--- src/rtl/pkg_word_uart_tx_pkg.sv ---
// Shared UART definitions for the telemetry word transmitter.
// FSM state encoding is fixed. PARITY keeps its code even when parity is disabled.
package pkg_word_uart_tx_pkg;

    localparam int unsigned UART_DATA_BITS = 8;

    typedef enum logic [2:0] {
        ST_IDLE   = 3'd0,
        ST_START  = 3'd1,
        ST_DATA   = 3'd2,
        ST_PARITY = 3'd3,
        ST_STOP   = 3'd4
    } state_t;

    // Ceiling log2, used to size counters at elaboration time.
    function automatic int unsigned clog2(input int unsigned value);
        int unsigned w;
        w = 0;
        for (int unsigned i = 0; i < 32; i++) begin
            if ((64'd1 << i) < 64'(value)) w = i + 1;
        end
        return w;
    endfunction

endpackage

--- src/rtl/pkg_word_uart_tx_baud_tick.sv ---
// Baud counter: one-cycle tick every CLKS_PER_BIT cycles, cleared while i_clr is high.
module uart_baud_tick
    import pkg_word_uart_tx_pkg::*;
#(
    parameter int unsigned CLKS_PER_BIT = 10
) (
    input  logic clk,
    input  logic rst_n,
    input  logic i_clr,
    output logic o_tick_c
);

    localparam int unsigned CNT_W = (clog2(CLKS_PER_BIT) == 0) ? 1 : clog2(CLKS_PER_BIT);
    localparam logic [CNT_W-1:0] CNT_LAST = CNT_W'(CLKS_PER_BIT - 1);

    logic [CNT_W-1:0] r_cnt;

    always_ff @(posedge clk or negedge rst_n) begin
        if (!rst_n) begin
            r_cnt <= '0;
        end else if (i_clr || (r_cnt == CNT_LAST)) begin
            r_cnt <= '0;
        end else begin
            r_cnt <= r_cnt + CNT_W'(1);
        end
    end

    assign o_tick_c = (r_cnt == CNT_LAST) && !i_clr;

endmodule

--- src/rtl/pkg_word_uart_tx.sv ---
// Serialises one 32-bit word as NUM_BYTES UART bytes, MSB byte first, LSB bit first.
// Optional even parity bit per byte when PKG_UART_PARITY_EN is defined.
module pkg_word_uart_tx
    import pkg_word_uart_tx_pkg::*;
#(
    parameter int unsigned CLK_FREQ_HZ = 50_000_000,
    parameter int unsigned BAUD_RATE   = 115_200,
    parameter int unsigned NUM_BYTES   = 4
) (
    input  logic        clk,
    input  logic        rst_n,
    input  logic        i_tx_start,
    input  logic [32:0] i_tx_data,
    input  logic        i_tx_data_vld,
    output logic        o_tx_busy,
    output logic        o_tx_done,
    output logic        o_tx_drop,
    output logic        o_txd
);

    localparam int unsigned CLKS_PER_BIT = CLK_FREQ_HZ / BAUD_RATE;
    localparam int unsigned WORD_W       = NUM_BYTES * UART_DATA_BITS;
    localparam int unsigned BYTE_CNT_W   = (clog2(NUM_BYTES) == 0) ? 1 : clog2(NUM_BYTES);
    localparam int unsigned BIT_CNT_W    = clog2(UART_DATA_BITS);
    localparam logic [BIT_CNT_W-1:0] BIT_LAST = BIT_CNT_W'(UART_DATA_BITS - 1);

    state_t                        r_state, w_state_nxt;
    logic [WORD_W-1:0]             r_shreg, w_shreg_nxt;
    logic [UART_DATA_BITS-1:0]     r_byte, w_byte_nxt;
    logic [BIT_CNT_W-1:0]          r_bit_cnt, w_bit_cnt_nxt;
    logic [BYTE_CNT_W-1:0]         r_byte_cnt, w_byte_cnt_nxt;
    logic                          r_txd, w_txd_nxt;
    logic                          r_busy, w_busy_nxt;
    logic                          r_done, w_done_nxt;
    logic                          r_drop, w_drop_nxt;
    logic                          w_tick;
    logic                          w_fire;
    logic                          w_unused_data;

    assign w_fire        = i_tx_start & i_tx_data_vld;
    assign w_unused_data = ^i_tx_data[32:WORD_W];

    uart_baud_tick #(
        .CLKS_PER_BIT (CLKS_PER_BIT)
    ) u_baud (
        .clk      (clk),
        .rst_n    (rst_n),
        .i_clr    (r_state == ST_IDLE),
        .o_tick_c (w_tick)
    );

    always_ff @(posedge clk or negedge rst_n) begin
        if (!rst_n) begin
            r_state    <= ST_IDLE;
            r_shreg    <= '0;
            r_byte     <= '0;
            r_bit_cnt  <= '0;
            r_byte_cnt <= '0;
            r_txd      <= 1'b1;
            r_busy     <= 1'b0;
            r_done     <= 1'b0;
            r_drop     <= 1'b0;
        end else begin
            r_state    <= w_state_nxt;
            r_shreg    <= w_shreg_nxt;
            r_byte     <= w_byte_nxt;
            r_bit_cnt  <= w_bit_cnt_nxt;
            r_byte_cnt <= w_byte_cnt_nxt;
            r_txd      <= w_txd_nxt;
            r_busy     <= w_busy_nxt;
            r_done     <= w_done_nxt;
            r_drop     <= w_drop_nxt;
        end
    end

    // Next-state and next-output logic; r_txd always carries the level of the bit in progress.
    always_comb begin
        w_state_nxt    = r_state;
        w_shreg_nxt    = r_shreg;
        w_byte_nxt     = r_byte;
        w_bit_cnt_nxt  = r_bit_cnt;
        w_byte_cnt_nxt = r_byte_cnt;
        w_txd_nxt      = r_txd;
        w_busy_nxt     = r_busy;
        w_done_nxt     = 1'b0;
        w_drop_nxt     = w_fire && (r_state != ST_IDLE);

        case (r_state)
            ST_IDLE: begin
                if (w_fire) begin
                    w_state_nxt    = ST_START;
                    w_shreg_nxt    = i_tx_data[WORD_W-1:0];
                    w_byte_cnt_nxt = BYTE_CNT_W'(NUM_BYTES - 1);
                    w_busy_nxt     = 1'b1;
                    w_txd_nxt      = 1'b0;
                end
            end
            ST_START: begin
                if (w_tick) begin
                    w_state_nxt   = ST_DATA;
                    w_byte_nxt    = r_shreg[WORD_W-1 -: UART_DATA_BITS];
                    w_shreg_nxt   = r_shreg << UART_DATA_BITS;
                    w_bit_cnt_nxt = '0;
                    w_txd_nxt     = r_shreg[WORD_W-UART_DATA_BITS];
                end
            end
            ST_DATA: begin
                if (w_tick) begin
                    if (r_bit_cnt == BIT_LAST) begin
`ifdef PKG_UART_PARITY_EN
                        w_state_nxt = ST_PARITY;
                        w_txd_nxt   = ^r_byte;
`else
                        w_state_nxt = ST_STOP;
                        w_txd_nxt   = 1'b1;
`endif
                    end else begin
                        w_bit_cnt_nxt = r_bit_cnt + BIT_CNT_W'(1);
                        w_txd_nxt     = r_byte[w_bit_cnt_nxt];
                    end
                end
            end
            ST_PARITY: begin
                if (w_tick) begin
                    w_state_nxt = ST_STOP;
                    w_txd_nxt   = 1'b1;
                end
            end
            ST_STOP: begin
                if (w_tick) begin
                    if (r_byte_cnt != '0) begin
                        w_state_nxt    = ST_START;
                        w_byte_cnt_nxt = r_byte_cnt - BYTE_CNT_W'(1);
                        w_txd_nxt      = 1'b0;
                    end else begin
                        w_state_nxt = ST_IDLE;
                        w_busy_nxt  = 1'b0;
                        w_done_nxt  = 1'b1;
                        w_txd_nxt   = 1'b1;
                    end
                end
            end
            default: begin
                w_state_nxt = ST_IDLE;
                w_busy_nxt  = 1'b0;
                w_txd_nxt   = 1'b1;
            end
        endcase
    end

    assign o_txd     = r_txd;
    assign o_tx_busy = r_busy;
    assign o_tx_done = r_done;
    assign o_tx_drop = r_drop;

endmodule
--- config.mk ---
export PLATFORM = sky130hd
export DESIGN_NAME = pkg_word_uart_tx
export DESIGN_NICKNAME = d
export VERILOG_FILES = /design/src/rtl/pkg_word_uart_tx_pkg.sv /design/src/rtl/pkg_word_uart_tx_baud_tick.sv /design/src/rtl/pkg_word_uart_tx.sv
export SDC_FILE = /design/constraint.sdc
export NUM_CORES = 1
export LEC_CHECK = 0
export BUFFER_PORTS_ARGS = -buffer_cell sky130_fd_sc_hd__buf_2
export CAP_MARGIN = 20
export CORE_UTILIZATION = 30
export CTS_CLUSTER_DIAMETER = 100
export DETAILED_ROUTE_END_ITERATION = 8
export PLACE_DENSITY = 0.59
export SLEW_MARGIN = 10
export SYNTH_ARGS = -nofsm -noshare
export SYNTH_HDL_FRONTEND = slang
export SYNTH_HIERARCHICAL = 1
export SYNTH_SLANG_ARGS = --single-unit
--- constraint.sdc ---
create_clock -name clk -period 2.2 [get_ports clk]
set_clock_uncertainty 0.2 [all_clocks]
set_input_delay 0.44 -clock clk [delete_from_list [all_inputs] [get_ports clk]]
set_output_delay 0.44 -clock clk [all_outputs]
set_load 0.01 [all_outputs]
==> metrics.md, run 1 <==
| Metric | Value |
|---|---|
| Status | `finished clean` |
| Core area | `0.00973 mm2` |
| Final ANT Viol Nets | `0` |
| Worst setup EP type | `flip-flop` |
| Worst Path Max Fanout | `8` |
| Relative slew slack | `65.9%` |
| H-Tree Depth | `3` |
| Final wirelength | `6.60 mm` |
| Max-cap check violation count | `0` |
| Number of synthesized flops with an enable pin | `0` |
| IO Count | `41` |
| First drt pass iteration count | `4` |
| Area leader, netlist | `dfrtp_1` |
| All-Layer GR Usage | `13.6%` |
| N_diodes | `0` |
| DR vias/cell | `4.76` |
| Port bufs | `39` |
| Share of layout cells above drive strength 1 | `30.1%` |
| Min-Delay Path Depth | `3` |
| Initial antenna violation count | `0` |
| Via count | `2343` |
| TritonCTS Buffers | `9` |
| Most frequent cell after synthesis | `dfrtp_1` |
| Largest net degree at the start of global routing | `46` |
| Layout area overhead | `25.9%` |
| Final hold viol count | `0` |
| Wire per inst | `13.4 um` |
| Fmax | `0.469 GHz` |
| Flops & latches, synth | `61` |
| Most common library cells after synthesis | `dfrtp_1, nand2_1, mux2i_1` |
| Detailed-placement wirelength estimate | `4.25 mm` |
| Seq/Total Area, Yosys | `50.8%` |
| Synth Net Count | `329` |
| Nets@finish | `396` |
| Crit path arrival time | `2.15 ns` |
| Final WS setup | `0.0685 ns` |
| Starting Density | `30.9%` |
| Worst-path clk slew | `0.07 ns` |
| TritonCTS clock tree | `built` |
| Yosys warns | `6` |
| Crit path time final | `2.13 ns` |
| Fillers | `1011` |
| Final Max Tran Viols | `0` |
| FFs w/ async S/R, synth | `100%` |
| Worst Path Class, Setup | `flip-flop to flip-flop` |
| # DRC | `0` |
| Clock Tree Root | `clkbuf_8` |
| Pre-CTS setup slack | `-0.170 ns` |
| Area of the multi-input gates | `0.00144 mm2` |
| CTS max path bufs | `2` |
| Yosys cell types | `51` |
| Worst Tran Pin Value | `0.511 ns` |
| Initial DRC count | `135` |
| Clock sink count | `61` |
| Die width | `102 um` |
| Vias in the first global route | `2294` |
| Pleak | `1.81 nW` |
| Power per cell area | `555 mW/mm2` |
| Critical Path RT | `2.22 ns` |
| CP startpoint kind | `flip-flop` |
| Seq. cell area | `0.00153 mm2` |
| Period Utilization, post-route | `96.9%` |
| Area contributors post-synth | `dfrtp_1, mux2i_1, nand2_1, o21ai_0, o21ai_1` |
| Share of the synthesized area in the top cell type | `49.9%` |
| Hold Path Class | `input port to flip-flop` |
| First-pass GRT wire length | `10.9 mm` |
| Cells on worst reg2reg path | `5` |
| RSZ-0062 raised after global routing | `true` |
| Total grt overflow | `0` |
| Worst hold margin | `0.103 ns` |
| Main synth FF type | `dfrtp_1` |
| Die ar. | `0.0104 mm2` |
| Clk_lat worst skew | `0.33 ns` |
| Cell Area, Synth | `0.00301 mm2` |
| Post-synthesis cell count | `287` |
| Syn_area_per_cell | `10.5 um2` |
| Final setup violation count | `0` |
| VDD IR-drop max | `0.303 mV` |
| Die Ht | `102 um` |
| RePlAce Congestion | `0.779` |
| # rows | `36` |
[worst max-delay path, cell delays in order, from the launching register on]
cell      delay, ns
dfrtp_1        0.37
or3_4          0.41
nor4_4         0.19
nor4bb_4       0.32
buf_6          0.20
mux2_2         0.34
[cells in the final DEF, fill, tap and decap left out, drive strengths merged, types with 2 or more instances in the layout]
master	n
buf	66
dfrtp	60
nand2	52
o21ai	42
mux2i	25
nor2	13
clkbuf	13
a21oi	11
mux2	8
inv	7
nand3	7
ha	5
nor3	4
a31oi	3
or3	3
a22oi	2
and2	2
o21a	2
o211ai	2
mux4	2
clkinvlp	2
xor2	2
nor2b	2
nand2b	2
nand4	2
[metrics by stage]
stage | total power, mW | area [um2] | utilization [%] | instances | TNS, ns
floorplan | 1.15 | 3010 | - | 287 | 0
global placement | 1.21 | 3460 | 35.6 | 466 | -2.10
detailed placement | 1.21 | 3460 | 35.6 | 466 | -2.89
CTS | 2.13 | 3680 | 37.8 | 485 | -0.173
global route | 2.19 | 3790 | 38.9 | 492 | -0.807
finish | 2.10 | 3790 | 38.9 | 492 | 0
[report_power, final]
part / switching (mW) / total (mW) / internal (mW)
clock network: 0.440 / 0.909 / 0.469
registers: 0.000147 / 1.12 / 1.12
logic: 0.0404 / 0.0709 / 0.0304
[registers in the layout, summed over array words and instances, names as in the netlist]
name and flops:
u_baud/r_cnt 9, r_shreg 32, o_tx_done 1, r_bit_cnt 3, r_byte_cnt 2, o_tx_drop 1
r_state 3, r_byte 8, o_tx_busy 1, o_txd 1
[logic make-up after synthesis]
kind of cell / count (synthesis) / synth area share, %
AO/OA/AOI/OAI: 68 / 13.8
XOR/XNOR: 3 / 0.874
adder cells (fa/ha/maj): 5 / 2.08
buffers and inverters: 22 / 4.41
flip-flops: 61 / 50.8
multiplexers: 35 / 12.8
AND/OR/NAND/NOR: 93 / 15.3
[repair_timing]
action / CTS / global route
pin swaps: 0 / 1
setup endpoints to repair: 32 / 44
resized for setup: 2 / 9
hold buffers: 1 / 0
cloned: 1 / 3
buffers inserted: 1 / 4
hold endpoints to repair: 15 / 0
[layer usage]
| metal | GRT usage, % | routed length, um | vias up | share of wire [%] |
|---|---|---|---|---|
| li1 | - | - | 1153 | - |
| met1 | 17.9 | 3080 | 1135 | 47 |
| met2 | 21.6 | 3170 | 48 | 48 |
| met3 | 3.21 | 274 | 7 | 4.2 |
| met4 | 5.49 | 74 | 0 | 1.1 |
| met5 | 0 | 0 | - | 0 |
[layout make-up]
type,count,share of cell area (%)
sequential,61,40.4
multi-input combinational,207,37.9
timing repair buffer,68,11.9
tap,133,4.40
clock buffer,13,4.20
inverter,7,0.694
clock inverter,3,0.529
[path summary, 6_finish.rpt]
kind | end | slack, ns | startpoint
setup / recovery | r_byte[4] | 0.07 | u_baud/r_cnt[2]
hold / removal | r_shreg[2] | 0.10 | i_tx_data[2]
setup reg to reg | r_byte[4] | 0.07 | u_baud/r_cnt[2]
hold reg to reg | r_shreg[9] | 0.28 | r_shreg[9]
max in group asynchronous | r_byte[1] | 0.84 | rst_n
min in group asynchronous | u_baud/r_cnt[4] | 0.38 | rst_n
(Power assumes the default switching activity.)
==> inputs of run 2 (changes only) <==
--- a/config.mk
+++ b/config.mk
@@ -7,10 +7,12 @@
 export LEC_CHECK = 0
 export BUFFER_PORTS_ARGS = -buffer_cell sky130_fd_sc_hd__buf_2
 export CAP_MARGIN = 20
+export CELL_PAD_IN_SITES_DETAIL_PLACEMENT = 1
+export CELL_PAD_IN_SITES_GLOBAL_PLACEMENT = 1
 export CORE_UTILIZATION = 30
 export CTS_CLUSTER_DIAMETER = 100
 export DETAILED_ROUTE_END_ITERATION = 8
-export PLACE_DENSITY = 0.59
+export PLACE_DENSITY = 0.69
 export SLEW_MARGIN = 10
 export SYNTH_ARGS = -nofsm -noshare
 export SYNTH_HDL_FRONTEND = slang
==> run 2 against run 1 <==
Net effect: first-iteration DRC count is 4.4% lower; sequential share of layout area is 0.19 points lower; die area stayed put; count of clock-buffer cells in the layout is 4 lower; cell count is 0.20% lower; routed wire length is 11% higher; via count is 0.26% higher; largest power group unchanged.
==> metrics.md, run 2 (synthesis results as in run 1) <==
| Metric | Value |
|---|---|
| Worst-path clk slew | `0.07 ns (about the same)` |
| Core area | `0.00973 mm2 (unchanged)` |
| Crit path arrival time | `2.23 ns (was 2.15 ns)` |
| Worst Path Class, Setup | `flip-flop to flip-flop (unchanged)` |
| Layout area overhead | `26.5% (was 25.9%)` |
| # rows | `36 (unchanged)` |
| Final instance area | `0.00380 mm2 (was 0.00379 mm2)` |
| Starting Density | `30.9% (unchanged)` |
| DR vias/cell | `4.78 (was 4.76)` |
| RSZ-0062 raised after global routing | `true (unchanged)` |
| R2R setup slack | `0.04 ns (was 0.07 ns)` |
| First-pass GRT wire length | `12.1 mm (was 10.9 mm)` |
| TNS Setup | `0 ns (unchanged)` |
| Max FFs per register | `32 (unchanged)` |
| Initial DRC count | `129 (was 135)` |
| GR Layer Usage met3 | `2.33% (was 3.21%)` |
| Final ANT Viol Nets | `0 (unchanged)` |
| Final setup violation count | `0 (unchanged)` |
| Layer with the highest usage | `met2 (unchanged)` |
| Worst setup EP type | `flip-flop (unchanged)` |
| RePlAce Congestion | `0.674 (was 0.779)` |
| IO Count | `41 (unchanged)` |
| Final wirelength | `7.34 mm (was 6.60 mm)` |
| H-Tree Depth | `3 (unchanged)` |
| Final hold viol count | `0 (unchanged)` |
| Relative slew slack | `66.3% (was 65.9%)` |
| Non-filler cells, final | `491 (was 492)` |
| TritonCTS clock tree | `built (unchanged)` |
| Vias in the first global route | `2497 (was 2294)` |
| Worst Path Max Fanout | `4 (was 8)` |
| TritonCTS Buffers | `9 (unchanged)` |
| VDD IR-drop max | `0.304 mV (was 0.303 mV)` |
| Cell count after placement | `466 (unchanged)` |
| Min-Delay Path Depth | `3 (unchanged)` |
| # DRC | `0 (unchanged)` |
| Largest registers | `r_shreg: 32 flops, u_baud/r_cnt: 9 flops, r_byte: 8 flops (unchanged)` |
| Share of layout cells above drive strength 1 | `31.0% (was 30.1%)` |
| Met2 Use GR | `24.6% (was 21.6%)` |
| Clock sink count | `61 (unchanged)` |
| Most frequent cells in the layout | `dfrtp_1, nand2_1, buf_2, mux2i_1, buf_4 (unchanged)` |
| Power per cell area | `578 mW/mm2 (was 555 mW/mm2)` |
| CP startpoint kind | `flip-flop (unchanged)` |
| Fmax | `0.464 GHz (was 0.469 GHz)` |
| Status | `finished clean (unchanged)` |
| Initial antenna violation count | `0 (unchanged)` |
| Placement Cell Area | `0.00346 mm2 (unchanged)` |
| CTS max path bufs | `2 (unchanged)` |
| Die Ht | `102 um (unchanged)` |
| Port bufs | `39 (unchanged)` |
| Commonest non-fill, non-tap cell in the layout | `dfrtp_1 (unchanged)` |
| Max-cap check violation count | `0 (unchanged)` |
| Critical Path RT | `2.27 ns (was 2.22 ns)` |
| First drt pass iteration count | `4 (unchanged)` |
| Hold Path Class | `input port to flip-flop (unchanged)` |
| Period Utilization, post-route | `98.0% (was 96.9%)` |
| Die ar. | `0.0104 mm2 (unchanged)` |
| Pleak | `1.82 nW (was 1.81 nW)` |
| Crit path time final | `2.16 ns (was 2.13 ns)` |
| Cells on worst reg2reg path | `8 (was 5)` |
| Largest net degree at the start of global routing | `45 (was 46)` |
| Total grt overflow | `0 (unchanged)` |
| Nets@finish | `395 (was 396)` |
| Worst Tran Pin Value | `0.505 ns (was 0.511 ns)` |
| Clock Tree Root | `clkbuf_8 (unchanged)` |
| Fillers | `1143 (was 1011)` |
| Final Max Tran Viols | `0 (unchanged)` |
| Via count | `2349 (was 2343)` |
| Detailed-placement wirelength estimate | `4.88 mm (was 4.25 mm)` |
| Clk_lat worst skew | `0.35 ns (was 0.33 ns)` |
| Largest register by flop count | `r_shreg (unchanged)` |
| All-Layer GR Usage | `15.1% (was 13.6%)` |
| N_diodes | `0 (unchanged)` |
| Routing usage on met1 | `19.6% (was 17.9%)` |
| Die width | `102 um (unchanged)` |
| Wire per inst | `14.9 um (was 13.4 um)` |
[run 2: worst paths after layout]
path / from / endpoint
worst max-delay path: r_state[1] / o_txd
min in group asynchronous: rst_n / u_baud/r_cnt[6]
worst max register to register: r_state[1] / o_txd
worst min-delay path: i_tx_data[0] / r_shreg[0]
worst min register to register: r_shreg[21] / r_shreg[21]
max in group asynchronous: rst_n / r_byte[5]
[run 2: layer usage]
metal	share of wire, %	routed length, um
met4	1.9	143
met5	0	0
met1	46	3370
met2	50	3660
met3	2.2	165
[run 2: final cells by class]
class / instances / area, um2 / share of cell area (%)
inverter: 7 / 26.3 / 0.691
tap: 133 / 166 / 4.38
sequential: 61 / 1530 / 40.2
timing repair buffer: 67 / 440 / 11.6
clock buffer: 9 / 124 / 3.26
clock inverter: 7 / 75.1 / 1.97
multi-input combinational: 207 / 1440 / 38.0
[run 2: worst max-delay path: stages, from the launching register on]
cell      delay [ns]
dfrtp_1         0.41
nor3_4          0.28
nor4_4          0.08
buf_4           0.16
buf_4           0.14
o31a_1          0.24
a211oi_2        0.22
mux2i_1         0.25
o41ai_2         0.10
[run 2: power breakdown]
group	switching, mW	leakage [nW]	internal, mW
Sequential	0.000204	0.781	1.12
Combinational	0.0405	0.942	0.0304
Clock	0.482	0.0918	0.526
[run 2: metrics by stage]
| step | util (%) | setup slack (ns) | power (mW) | hold WS (ns) |
|---|---|---|---|---|
| floorplan | - | 0.0191 | 1.15 | -0.0556 |
| global placement | 35.6 | -0.109 | 1.21 | 0.225 |
| detailed placement | 35.6 | -0.177 | 1.21 | 0.228 |
| CTS | 38.4 | 0.0216 | 2.24 | 0.0775 |
| global route | 39.1 | -0.0450 | 2.28 | 0.105 |
| finish | 39.1 | 0.0435 | 2.20 | 0.0938 |
[run 2: repair_timing]
item                                   CTS  global route
pin swaps                                0             2
gates resized for setup                  5            10
endpoints found under the hold margin   16             0
setup buffers                            4             1
setup endpoints to repair               40            46
hold buffers                             1             0
cloned                                   1             2
